[src/rtl/byte_serializer_if.sv]
// byte_serializer_if: word-in / bit-out handshake bundle for byte_serializer.
interface byte_serializer_if #(
    parameter int WIDTH = 8
);
    logic [WIDTH-1:0] in_data;
    logic             in_valid;
    logic             in_ready;
    logic             en;
    logic             out_bit;
    logic             out_valid;
    logic             out_last;
    modport master (output in_data, in_valid, en, input in_ready, out_bit, out_valid, out_last);
    modport slave  (input in_data, in_valid, en, output in_ready, out_bit, out_valid, out_last);
endinterface

[src/rtl/byte_serializer.sv]
// byte_serializer: one-word holding register feeding a parallel-to-serial shifter with stall enable.
module byte_serializer #(
    parameter int WIDTH     = 8,
    parameter int MSB_FIRST = 1
) (
    input logic               clk,
    input logic               rst,
    byte_serializer_if.slave  bus
);
    localparam int CW = $clog2(WIDTH);
    localparam logic [CW-1:0] LAST = CW'(WIDTH - 1);
    localparam logic [0:0] IDLE  = 1'b0;
    localparam logic [0:0] SHIFT = 1'b1;

    logic [0:0]       state;
    logic [WIDTH-1:0] hold;
    logic             hold_valid;
    logic [WIDTH-1:0] shifter;
    logic [WIDTH-1:0] shifted;
    logic [CW-1:0]    cnt;
    logic             cnt_last;
    logic             capture;
    logic             load_evt;

    always_comb begin
        cnt_last = cnt == LAST;
        capture  = bus.in_valid & ~hold_valid;
        load_evt = bus.en & hold_valid & ((state == IDLE) | ((state == SHIFT) & cnt_last));
        shifted  = (MSB_FIRST != 0) ? {shifter[WIDTH-2:0], 1'b0} : {1'b0, shifter[WIDTH-1:1]};
    end

    assign bus.in_ready  = ~hold_valid;
    assign bus.out_valid = state == SHIFT;
    assign bus.out_bit   = bus.out_valid & ((MSB_FIRST != 0) ? shifter[WIDTH-1] : shifter[0]);
    assign bus.out_last  = bus.out_valid & cnt_last;

    // capture needs an empty hold and load needs a full one, so they never collide
    always_ff @(posedge clk or posedge rst) begin
        if (rst) begin
            state      <= IDLE;
            hold       <= '0;
            hold_valid <= 1'b0;
            shifter    <= '0;
            cnt        <= '0;
        end else begin
            if (capture) hold <= bus.in_data;
            hold_valid <= capture | (hold_valid & ~load_evt);
            if (load_evt) begin
                shifter <= hold;
                cnt     <= '0;
                state   <= SHIFT;
            end else if (bus.en && state == SHIFT) begin
                if (cnt_last) state <= IDLE;
                else begin
                    shifter <= shifted;
                    cnt     <= cnt + CW'(1);
                end
            end
        end
    end
endmodule

[src/flat_wrapper.sv]
// flat-port wrapper written by rule: the top's interface ports become plain ports
module byte_serializer_flat 
#(
    parameter int WIDTH     = 8,
    parameter int MSB_FIRST = 1
)
  (clk, rst, bus_in_data, bus_in_valid, bus_en, bus_in_ready, bus_out_bit, bus_out_valid, bus_out_last);
  byte_serializer_if #(.WIDTH(WIDTH)) bus_i ();
  input logic clk;
  input logic rst;
  input wire logic [$bits(bus_i.in_data)-1:0] bus_in_data;
  input wire logic [$bits(bus_i.in_valid)-1:0] bus_in_valid;
  input wire logic [$bits(bus_i.en)-1:0] bus_en;
  output wire logic [$bits(bus_i.in_ready)-1:0] bus_in_ready;
  output wire logic [$bits(bus_i.out_bit)-1:0] bus_out_bit;
  output wire logic [$bits(bus_i.out_valid)-1:0] bus_out_valid;
  output wire logic [$bits(bus_i.out_last)-1:0] bus_out_last;
  assign bus_i.in_data = bus_in_data;
  assign bus_i.in_valid = bus_in_valid;
  assign bus_i.en = bus_en;
  assign bus_in_ready = bus_i.in_ready;
  assign bus_out_bit = bus_i.out_bit;
  assign bus_out_valid = bus_i.out_valid;
  assign bus_out_last = bus_i.out_last;
  byte_serializer #(.WIDTH(WIDTH), .MSB_FIRST(MSB_FIRST)) u_core (.clk(clk), .rst(rst), .bus(bus_i));
endmodule
[config.mk]
export PLATFORM = sky130hd
export DESIGN_NAME = byte_serializer_flat
export DESIGN_NICKNAME = d
export VERILOG_FILES = /design/src/rtl/byte_serializer_if.sv /design/src/rtl/byte_serializer.sv /design/src/flat_wrapper.sv
export SDC_FILE = /design/constraint.sdc
export NUM_CORES = 1
export LEC_CHECK = 0
export CAP_MARGIN = 0
export CORE_ASPECT_RATIO = 1.25
export CORE_MARGIN = 2
export CORE_UTILIZATION = 55
export DETAILED_ROUTE_END_ITERATION = 8
export GPL_TIMING_DRIVEN = 0
export PLACE_DENSITY_LB_ADDON = 0.25
export SLEW_MARGIN = 20
export SYNTH_ARGS = -nofsm -noshare
export SYNTH_HDL_FRONTEND = slang
export SYNTH_SLANG_ARGS = --single-unit
[constraint.sdc]
create_clock -name clk -period 2.84 [get_ports clk]
set_input_delay 0.426 -clock clk [delete_from_list [all_inputs] [get_ports clk]]
set_output_delay 0.426 -clock clk [all_outputs]
set_load 0.01 [all_outputs]
* Word-level counts from Yosys, hierarchy flattened *
Index checks and enable logic that the tools add are counted.

word-level totals
  register bits = 21
  logic and storage cells = 33
  output and inout port bits = 4

operators by class
  bitwise gates (word level) = 11
  reductions and logical operators = 5
  mux-type cells = 9
  equal/unequal tests = 2
  $add $sub $neg = 1

operators with widths
  cell                                                           number
  8-bit 2-to-1 mux                                               3
  3-bit 2-to-1 mux                                               3
  1-bit AND                                                      6
  2-bit AND reduction                                            2
  2-bit nonzero test                                             2
  3-bit by 1-bit adder with 3-bit output, second input constant  1
  3-bit == test, second input constant                           1
  1-bit 2-to-1 mux                                               3
  1-bit NOT                                                      3
  2-bit inequality test, second input constant                   1
  1-bit bitwise OR                                               2
  1-bit logical AND                                              1

* Logic depth before layout (Yosys ltp) *
Gate-level depths: netlist (run 1).

  word-level depth = 7
  mapped depth = 6

* Least setup slack after synthesis (run 1) *
OpenSTA, ideal clock, no wires.

  kind = register to register
  from = register u_core.cnt[0]
  to = register u_core.shifter[1]
  data required time = 2.761 ns
  slack = 1.333 ns
  library setup time = 0.079 ns
  cell stages (with the launch flop) = 7
  arrival time = 1.427 ns
  clock period less this slack = 1.507 ns
  cells stage by stage = dfrtp_1 ha_1 ha_1 nand2b_1 buf_6 a21boi_4 a2bb2oi_1

on the way
  word-level cells in the longest chain between the ends = 6

ends and longest elaborated chain
  element                                                                RTL line               text
  from (decl)                                                            byte_serializer.sv:20  logic [CW-1:0] cnt;
  from (signal assigned)                                                 byte_serializer.sv:56  cnt <= cnt + CW'(1);
  3-bit == test (*)                                                      byte_serializer.sv:26  cnt_last = cnt == LAST;
  1-bit AND                                                              byte_serializer.sv:28  load_evt = bus.en & hold_valid & ((state == IDLE) | ((state == SHIFT) & cnt_last));
  1-bit bitwise OR                                                       byte_serializer.sv:28
  1-bit AND                                                              byte_serializer.sv:28
  2-bit inequality test (no line) or 2-bit nonzero test (tied branches)  n/a
  2-bit AND reduction (no line)                                          n/a
  to (signal assigned)                                                   byte_serializer.sv:49  shifter <= hold;
  to (signal assigned)                                                   byte_serializer.sv:55  shifter <= shifted;
  to (decl)                                                              byte_serializer.sv:18  logic [WIDTH-1:0] shifter;

Mark *: on every way between the ends. The rest lies on a longest branch, timed or not.
A chain may end at the register's enable or synchronous reset.

* Final worst setup path (run 1) *
  from = register u_core.cnt[0]
  to = output port bus_out_last

on the way
  word-level cells in the longest chain between the ends = 2

ends and longest elaborated chain
  element        RTL line               text
  3-bit == test  byte_serializer.sv:26
  1-bit AND      byte_serializer.sv:35  assign bus.out_last = bus.out_valid & cnt_last;
  to (decl)      flat_wrapper.sv:17     output wire logic [$bits(bus_i.out_last)-1:0] bus_out_last;

No other way between the ends.

==> results by stage, run 1 <==
Clock network:
- The number of buffers inserted for hold repair after clock tree synthesis is 0.
- The clock transition time at the flip-flop clock pins of the worst setup and hold paths is 0.11 ns.
- The number of gates resized after CTS is 0.
- In this run the number of H-tree levels came out at 1.
- TritonCTS created 3 clock buffers.
- The clock passes through at most 2 buffers.
- The number of buffers inserted by post-CTS setup repair is 0.
- CTS saw 21 sinks.
- At the later pin of the worst-skew pair, clock insertion delay measures just under 0.3 ns.
- The clock tree root buffer cell is clkbuf_4.
- TritonCTS built the clock tree.

Worst setup path:
- The worst setup path startpoint is u_core.cnt[0].
- The most numerous cell type found on the critical path is ha_1.
- The setup path with the least slack is of type flip-flop to output port.
- The worst path arrival time is 1.79 ns.
- The worst flop-to-flop path startpoint is u_core.cnt[0].
- The critical path's slowest cell is clkdlybuf4s50_1.
- The largest fanout on the critical path is 4.
- The required time at the worst-slack endpoint is 2.41 ns.
- The launching element type of the critical path is a flip-flop.
- The critical path goes through ha_1 -> ha_1 -> and2_2 -> clkdlybuf4s50_1.
- The largest single stage delay on the critical path is between 0.4 and 0.5 ns.
- STA classifies the critical path endpoint as an output port.

Final layout:
- In the final layout, the multi-input gates occupy 427.9 sq um.
- For this run, the post-layout net count is 109.
- Registers take 525.5 sq um.
- Cells fill 68.58% of the core in the end.
- Of the cells placed in the final design, the portion with a size suffix greater than 1 is 23.40%.
- The area growth from synthesis to layout is 20.10%.
- The number of antenna diodes in the final layout is 0.
- The final non-filler cell area is 1196 sq um.
- Fill cells in the final layout number 139.

Timing:
- The share of the clock period used by the worst path after layout is 77.95%.
- The largest clock skew in the final design is 0.004175 ns.
- The slew at the pin with the worst max-slew slack is around 0.77 ns.
- The final setup violation count is 0.
- The worst hold slack after final layout is about 0.49 ns.
- The number of hold violations in the final report is 0.
- The normalized max-slew margin is 48.63%.
- Setup repair after global routing left no endpoint under its margin.
- After layout, the worst setup slack is 0.6264 ns.
- The worst path needs approximately 2.2 ns of the cycle, external delays included.
- The final number of max-transition violations is 0.
- The final setup TNS is 0 ns.
- Timing would allow up to 451.7 MHz.

Synthesis:
- The synthesized design spends more area on one cell type than any other, namely dfrtp_1.
- The netlist uses 25 different library cells.
- The mean instance size in the synthesized netlist is 13.28 sq um.
- For this run, the number of Yosys warnings is 0.
- After synthesis, the cell types taking the most area are dfrtp_1 53%, mux2i_1 8.0%, mux2_2 7.9%.
- The cell count after synthesis is 75.
- The fraction of synthesized cell area taken by the top area cell type is between 50% and 60%.
- Sorting the synthesized cells by how often they occur yields 21 x dfrtp_1, 8 x mux2i_1, 7 x a2bb2oi_1, 7 x mux2_2, 5 x nand2b_1.
- Counting every net in the synthesized netlist gives 89.
- The number of enable-type register cells in the synthesized netlist is 0.
- The sequential cell area fraction in the yosys report is about 53%.
- The dominant register cell in the synthesized netlist is dfrtp_1.
- The most frequently used cell type in the post-synthesis netlist is dfrtp_1.
- The flop and latch count out of synthesis is 21.
- After synthesis the cells add up to 996.0 sq um.
- The fraction of registers with async set or reset after synthesis is 100.0%.

Worst hold path:
- The min-delay analysis places its worst path in the category flip-flop to flip-flop.
- The startpoint of the tightest hold check path is u_core.hold[6].

Placement:
- The worst setup slack before clock tree synthesis is 0.9515 ns.
- At the end of routability-driven placement, the weighted congestion stood at roughly 0.74.
- The estimated wirelength of the detail-placed design is around 1100 um.
- The port buffer count is 15.
- The placement-stage cell area is 1170 sq um.

Drt:
- In this run the remaining antenna-violating nets after routing total 0.
- The number of remaining DRC errors is 0.
- The number of vias per cell is 5.611.
- The total number of vias is 634.
- The initial detailed-routing violation count is 7.
- The final routed wire length divided by cell count is about 14 um.
- The sum of routed wire length over all layers is 1591 um.
- The total iterations of the first detailed-routing run is 4.

Pwr:
- The power density normalized to cell area is 919.4 nW/um^2.
- The internal power consumption is 0.0007642 W.
- Sequential cells account for 45.2% of the total power.
- The relative contribution of the clock network to total power is ~12%.
- In this run the static leakage power is 0.5152 nW.
- The logic gate share of total power is 42.4%.
- Summed over all nets, the switching power comes to 0.0003356 W.
- IR analysis of the VDD net gives a maximum drop of ~0.00056 V.
- Net switching is 30.52% of the power.

GRT:
- The number of global-route vias before repair is between 700 and 800.
- The total congestion overflow is 0.
- The maximum number of pins on one net before global-route repair is 22.
- For this run, the total global-route usage over all layers was measured as 18.57%.
- The first global-routing pass estimated between 3000 and 4000 um of wire.
- The number of antenna violations at the first check in global routing is 0.

Floorplanning:
- The number of I/O pins is 16.
- The number of standard-cell rows in the floorplan is 17.
- The total core area is 1744 sq um.
- The die is about 52 um tall.
- The die covers 2169 sq um.
- The die boundary width is 42.06 um.
- For this configuration, the core starts out at a cell density of a little under three fifths.

Flow run:
- Max-cap violations in this run came to 0.

Status:
- The run finished with clean final reports.
-- power by group through the flow --
stage	combinational (W)	clock (W)	sequential [W]
6_report	0.000466	0.000137	0.000497
2_1_floorplan	0.000363	0	0.000484
5_1_grt	0.000522	0.000152	0.000514
4_1_cts	0.000474	0.000142	0.000498
3_3_place_gp	0.000457	0	0.000497
3_5_place_dp	0.000473	0	0.000505
-- cells in the final DEF, fill, tap and decap left out, types with 2 or more instances in the layout --
cell,n
a2bb2oi_1,7
buf_6,2
or2b_2,3
dfrtp_1,21
a32o_1,3
ha_1,2
nand2_1,2
clkbuf_4,4
mux2i_1,8
nand2b_1,5
mux2_2,7
clkdlybuf4s50_1,15
-- worst max-delay path, delay by kind of cell, from the launching register on --
kind	cells	cell delay, ns
flops	1	0.42
simple gates	1	0.19
buf+inv	1	0.47
fa+ha+maj	2	0.42
-- cells by family after synthesis --
family / count (synthesis) / share of synthesized area [%]
AOI/OAI and AO/OA: 14 / 12.94
adders and majority gates: 2 / 2.512
buffers and inverters: 6 / 4.270
DFF: 21 / 52.76
muxes: 16 / 17.09
and+or+nand+nor: 16 / 10.43
-- worst paths after layout --
check	to	slack, ns	cells past startpoint
worst min-delay path	u_core.hold[6]	0.49	1
worst min register to register	u_core.hold[6]	0.49	1
max in group asynchronous	u_core.shifter[5]	1.80	2
worst max-delay path	bus_out_last	0.63	4
worst max register to register	u_core.shifter[1]	1.15	6
min in group asynchronous	u_core.hold_valid	0.56	2
-- through the flow --
step	instances	total power (W)
CTS	113	0.001114
finish	113	0.001100
detailed placement	109	0.0009781
global placement	109	0.0009546
global route	113	0.001188
floorplan	75	0.0008474
-- sequential cells by signal, indices dropped and copies added (netlist names) --
register	count
u_core.bus.out_valid	1
u_core.shifter	8
u_core.cnt	3
u_core.hold	8
u_core.hold_valid	1
-- cell type report --
| cell class | instances | area share [%] |
|---|---|---|
| buffer | 4 | 2.929 |
| timing repair buffer | 15 | 12.55 |
| sequential | 21 | 43.93 |
| inverter | 2 | 0.6276 |
| clock buffer | 4 | 2.197 |
| multi-input combinational | 48 | 35.77 |
| tap | 19 | 1.987 |
-- per-layer routing --
metal | part of all wire [%] | vias to the layer above | wire, um | GRT usage [%]
li1 | - | 308 | - | -
met1 | 47 | 317 | 740 | 22.97
met2 | 50 | 7 | 794 | 32.29
met3 | 2.4 | 2 | 38 | 2.083
met4 | 1.1 | 0 | 17 | 9.375
met5 | 0 | - | 0 | 0
Note: power is estimated with default switching activity, not from simulation.
==> run 2: changes to the inputs <==
--- a/config.mk
+++ b/config.mk
@@ -8,7 +8,7 @@
 export CAP_MARGIN = 0
 export CORE_ASPECT_RATIO = 1.25
 export CORE_MARGIN = 2
-export CORE_UTILIZATION = 55
+export CORE_UTILIZATION = 51
 export DETAILED_ROUTE_END_ITERATION = 8
 export GPL_TIMING_DRIVEN = 0
 export PLACE_DENSITY_LB_ADDON = 0.25
==> constraint.sdc (replaced) <==
create_clock -name clk -period 2.3 [get_ports clk]
set_input_delay 0.345 -clock clk [delete_from_list [all_inputs] [get_ports clk]]
set_output_delay 0.345 -clock clk [all_outputs]
set_load 0.01 [all_outputs]
==> run 2 against run 1 <==
Critical path depth unchanged. Combinational power is 24% higher. Design area unchanged. Sequential share of layout area unchanged. Worst hold slack gained 0.0045 ns. First-iteration DRC count shrank 14%. Clock skew decreased by 0.0025 ns. Via count is 1.7% higher. Register-to-register slack got worse by 0.53 ns. Largest power group unchanged.
==> results by stage, run 2 (synthesis gave the netlist of run 1 again) <==
Status:
- The run finished with clean final reports.

Pwr:
- The relative contribution of the clock network to total power is between 10% and 20%.
- The fraction of power spent switching nets is 30.99%.
- The static leakage is 0.5152 nW.
- Summed over all nets, the switching power comes to 0.0004238 W.
- The internal power consumption is roughly 0.00094 W.
- Combinational logic is responsible for 42.1% of the overall power.
- Across the VDD grid, the largest voltage drop is 0.0006376 V.
- Of the total power, registers draw 45.0%.
- Dividing total power by cell area gives a power density of 1143 nW/um^2.

Clock network:
- Once the clock tree was built, the setup fixing pass inserted 0 buffers.
- The longest clock path from root to sink contains 2 buffers.
- In this run, post-CTS hold repair placed 0 buffers.
- At the later pin of the worst-skew pair, clock insertion delay measures 0.30 ns.
- The clock tree from TritonCTS is yes.
- TritonCTS created 3 clock buffers.
- In this run the clock root is driven by a clkbuf_4.
- The number of sinks driven by the clock tree is 21.
- Clock-pin slew was measured on the worst setup and hold paths at 0.11 ns.
- After clock tree synthesis, the repair step resized 0 gates.
- The H-tree depth reported by CTS is 1.

Final layout:
- The final layout contains 109 nets.
- The filler cells instantiated in the layout total around 140.
- In the final layout, the share of cells above drive strength 1 is a little under a quarter.
- After the flow finishes, the layout carries non-filler instances totaling 113.
- The largest registers in the layout are u_core.hold x8, u_core.shifter x8, u_core.cnt x3.
- In the layout the commonest cells are 21 x dfrtp_1, 15 x clkdlybuf4s50_1, 8 x mux2i_1.
- The most frequent standard cell in the layout excluding fill and tap cells is dfrtp_1.
- The number of inserted diodes is 0.
- Relative to the synthesized area, the layout overhead comes to 20.10%.

Timing:
- Setup repair after global routing left no endpoint under its margin.
- The number of hold violations in the final report is 0.
- The share of the clock period used by the worst path after layout is 93.18%.
- The final setup violation count is 0.
- The final number of max-transition violations is 0.
- Across the routed clock network, the largest skew measured is 0.001644 ns.
- The normalized max-slew margin is between 40 and 50%.
- The minimum clock period after layout is 2.143 ns.
- The final setup TNS is 0 ns.
- The slew at the pin with the worst max-slew slack is slightly below 0.8 ns.
- Static timing analysis puts the maximum clock frequency at 466.6 MHz.

Floorplanning:
- The die footprint is ~2300 sq um.
- For this configuration, the core starts out at a cell density of 55.09%.
- The die boundary width is between 40 and 50 um.
- The floorplan step defined a core boundary enclosing 1808 sq um.
- The die is 53.41 um tall.
- The number of standard-cell rows in the floorplan is 17.
- The number of I/O pins is 16.

Placement:
- The congestion estimate from routability-driven global placement came to 0.7156.
- In this run the tool buffered the top-level ports with 15 buffer cells.
- The wire-length estimate of the detail-placed layout is 1209 um.
- Once placement completed, the tool counted placed cells totaling 109.

GRT:
- The total overflow left after global routing is 0.
- Entering global routing, the biggest net connects 22 pins.
- The number of global-route vias before repair is approximately 660.
- Across every metal layer, demand over resource in global routing totals 16.99%.
- The number of antenna violations at the first check in global routing came to 0.
- The first global-routing pass estimated 2835 um of wire.

Drt:
- The number of vias per cell is 5.708.
- The routed design uses roughly 840 um of met2 wire.
- The initial detailed-routing violation count is 6.
- The routed layout has ~650 vias.
- The final routed wire length divided by cell count is about 15 um.
- The highest signal layer in the routed design is met4.
- The number of nets with antenna violations after detailed routing is 0.
- The detailed-routed wire length on met3 is around 41 um.
- In the final routing, the length of wire on met1 measures 751 um.
- The total iterations of the first detailed-routing run is 4.
- The number of remaining DRC errors is 0.
- The sum of routed wire length over all layers is 1658 um.

Worst setup path:
- Data arrives at the worst endpoint at 1.80 ns.
- The launching element type of the critical path is a flip-flop.
- Of all nets on the critical path, the largest fanout is 4.
- The kind of end point of the critical path is an output port.
- The required time at the worst-slack endpoint is 1.96 ns.
- The critical path is of the flip-flop to output port type.

Worst hold path:
- The path category of the worst min-delay check is flip-flop to flip-flop.

Flow run:
- The number of max-capacitance violations reported is 0.
## run 2: final cells by class
| class | instances | area, sq um | share of cell area, % |
|---|---|---|---|
| clock buffers | 4 | 26.28 | 2.197 |
| well taps | 19 | 23.77 | 1.987 |
| plain buffers | 4 | 35.03 | 2.929 |
| repair buffers | 15 | 150.1 | 12.55 |
| flip-flops and latches | 21 | 525.5 | 43.93 |
| inverters | 2 | 7.507 | 0.6276 |
| multi-input cells | 48 | 427.9 | 35.77 |
## run 2: through the flow
stage	setup WS, ns	power, W	hold WS [ns]	cell area (sq um)	utilization [%]
after floorplan	0.7932	0.001046	0.3215	996.0	-
after detailed placement	0.4968	0.001213	0.4705	1170	64.71
after global placement	0.5103	0.001179	0.4633	1170	64.71
after CTS	0.1423	0.001385	0.4980	1196	66.16
final	0.1568	0.001368	0.4930	1196	66.16
after global routing	0.09780	0.001468	0.5205	1196	66.16
## run 2: power groups by stage
stage | combinational, W | sequential [W] | clock [W]
after floorplan | 0.000448 | 0.000598 | 0
after global placement | 0.000565 | 0.000614 | 0
after detailed placement | 0.000587 | 0.000626 | 0
after CTS | 0.000587 | 0.000617 | 0.000182
after global routing | 0.000636 | 0.000635 | 0.000197
final | 0.000576 | 0.000615 | 0.000177
## run 2: final timing paths
kind,startpoint,end,slack (ns),depth (start not counted)
worst min-delay path,u_core.hold[6],u_core.hold[6],0.49,1
worst max register to register,u_core.cnt[0],u_core.shifter[2],0.62,6
max in group asynchronous,rst,u_core.hold[7],1.32,2
worst min register to register,u_core.hold[6],u_core.hold[6],0.49,1
worst max-delay path,u_core.cnt[0],bus_out_last,0.16,4
min in group asynchronous,rst,u_core.hold[1],0.50,2
## run 2: worst max-delay path, stage by stage (launching register included)
cell	delay, ns
dfrtp_1	0.42
ha_1	0.21
ha_1	0.21
and2_2	0.19
clkdlybuf4s50_1	0.47
## run 2: metal layers
layer | GRT usage, % | vias to the layer above
met2 | 29.85 | 14
met5 | 0 | -
met4 | 9.091 | 0
met3 | 2.048 | 4
li1 | - | 304
met1 | 20.00 | 323
==> run 3: changes to the inputs <==
--- a/config.mk
+++ b/config.mk
@@ -8,10 +8,12 @@
 export CAP_MARGIN = 0
 export CORE_ASPECT_RATIO = 1.25
 export CORE_MARGIN = 2
-export CORE_UTILIZATION = 51
+export CORE_UTILIZATION = 55
+export CTS_CLUSTER_DIAMETER = 100
 export DETAILED_ROUTE_END_ITERATION = 8
 export GPL_TIMING_DRIVEN = 0
 export PLACE_DENSITY_LB_ADDON = 0.25
+export SKIP_CTS_REPAIR_TIMING = 1
 export SLEW_MARGIN = 20
 export SYNTH_ARGS = -nofsm -noshare
 export SYNTH_HDL_FRONTEND = slang
==> constraint.sdc (replaced) <==
create_clock -name clk -period 2.74 [get_ports clk]
set_input_delay 0.411 -clock clk [delete_from_list [all_inputs] [get_ports clk]]
set_output_delay 0.411 -clock clk [all_outputs]
set_load 0.01 [all_outputs]
==> results of run 3 <==
Same layout as run 1 (identical final DEF). Status: complete, no violations.
Among the figures that moved: setup slack after placement 0.9515 ns -> 0.8665 ns; setup slack after layout 0.6264 ns -> 0.5414 ns; register-to-register setup slack 1.15 ns -> 1.05 ns; total power 0.001100 W -> 0.001140 W; worst IR drop on VDD 0.0005605 V -> 0.0005810 V
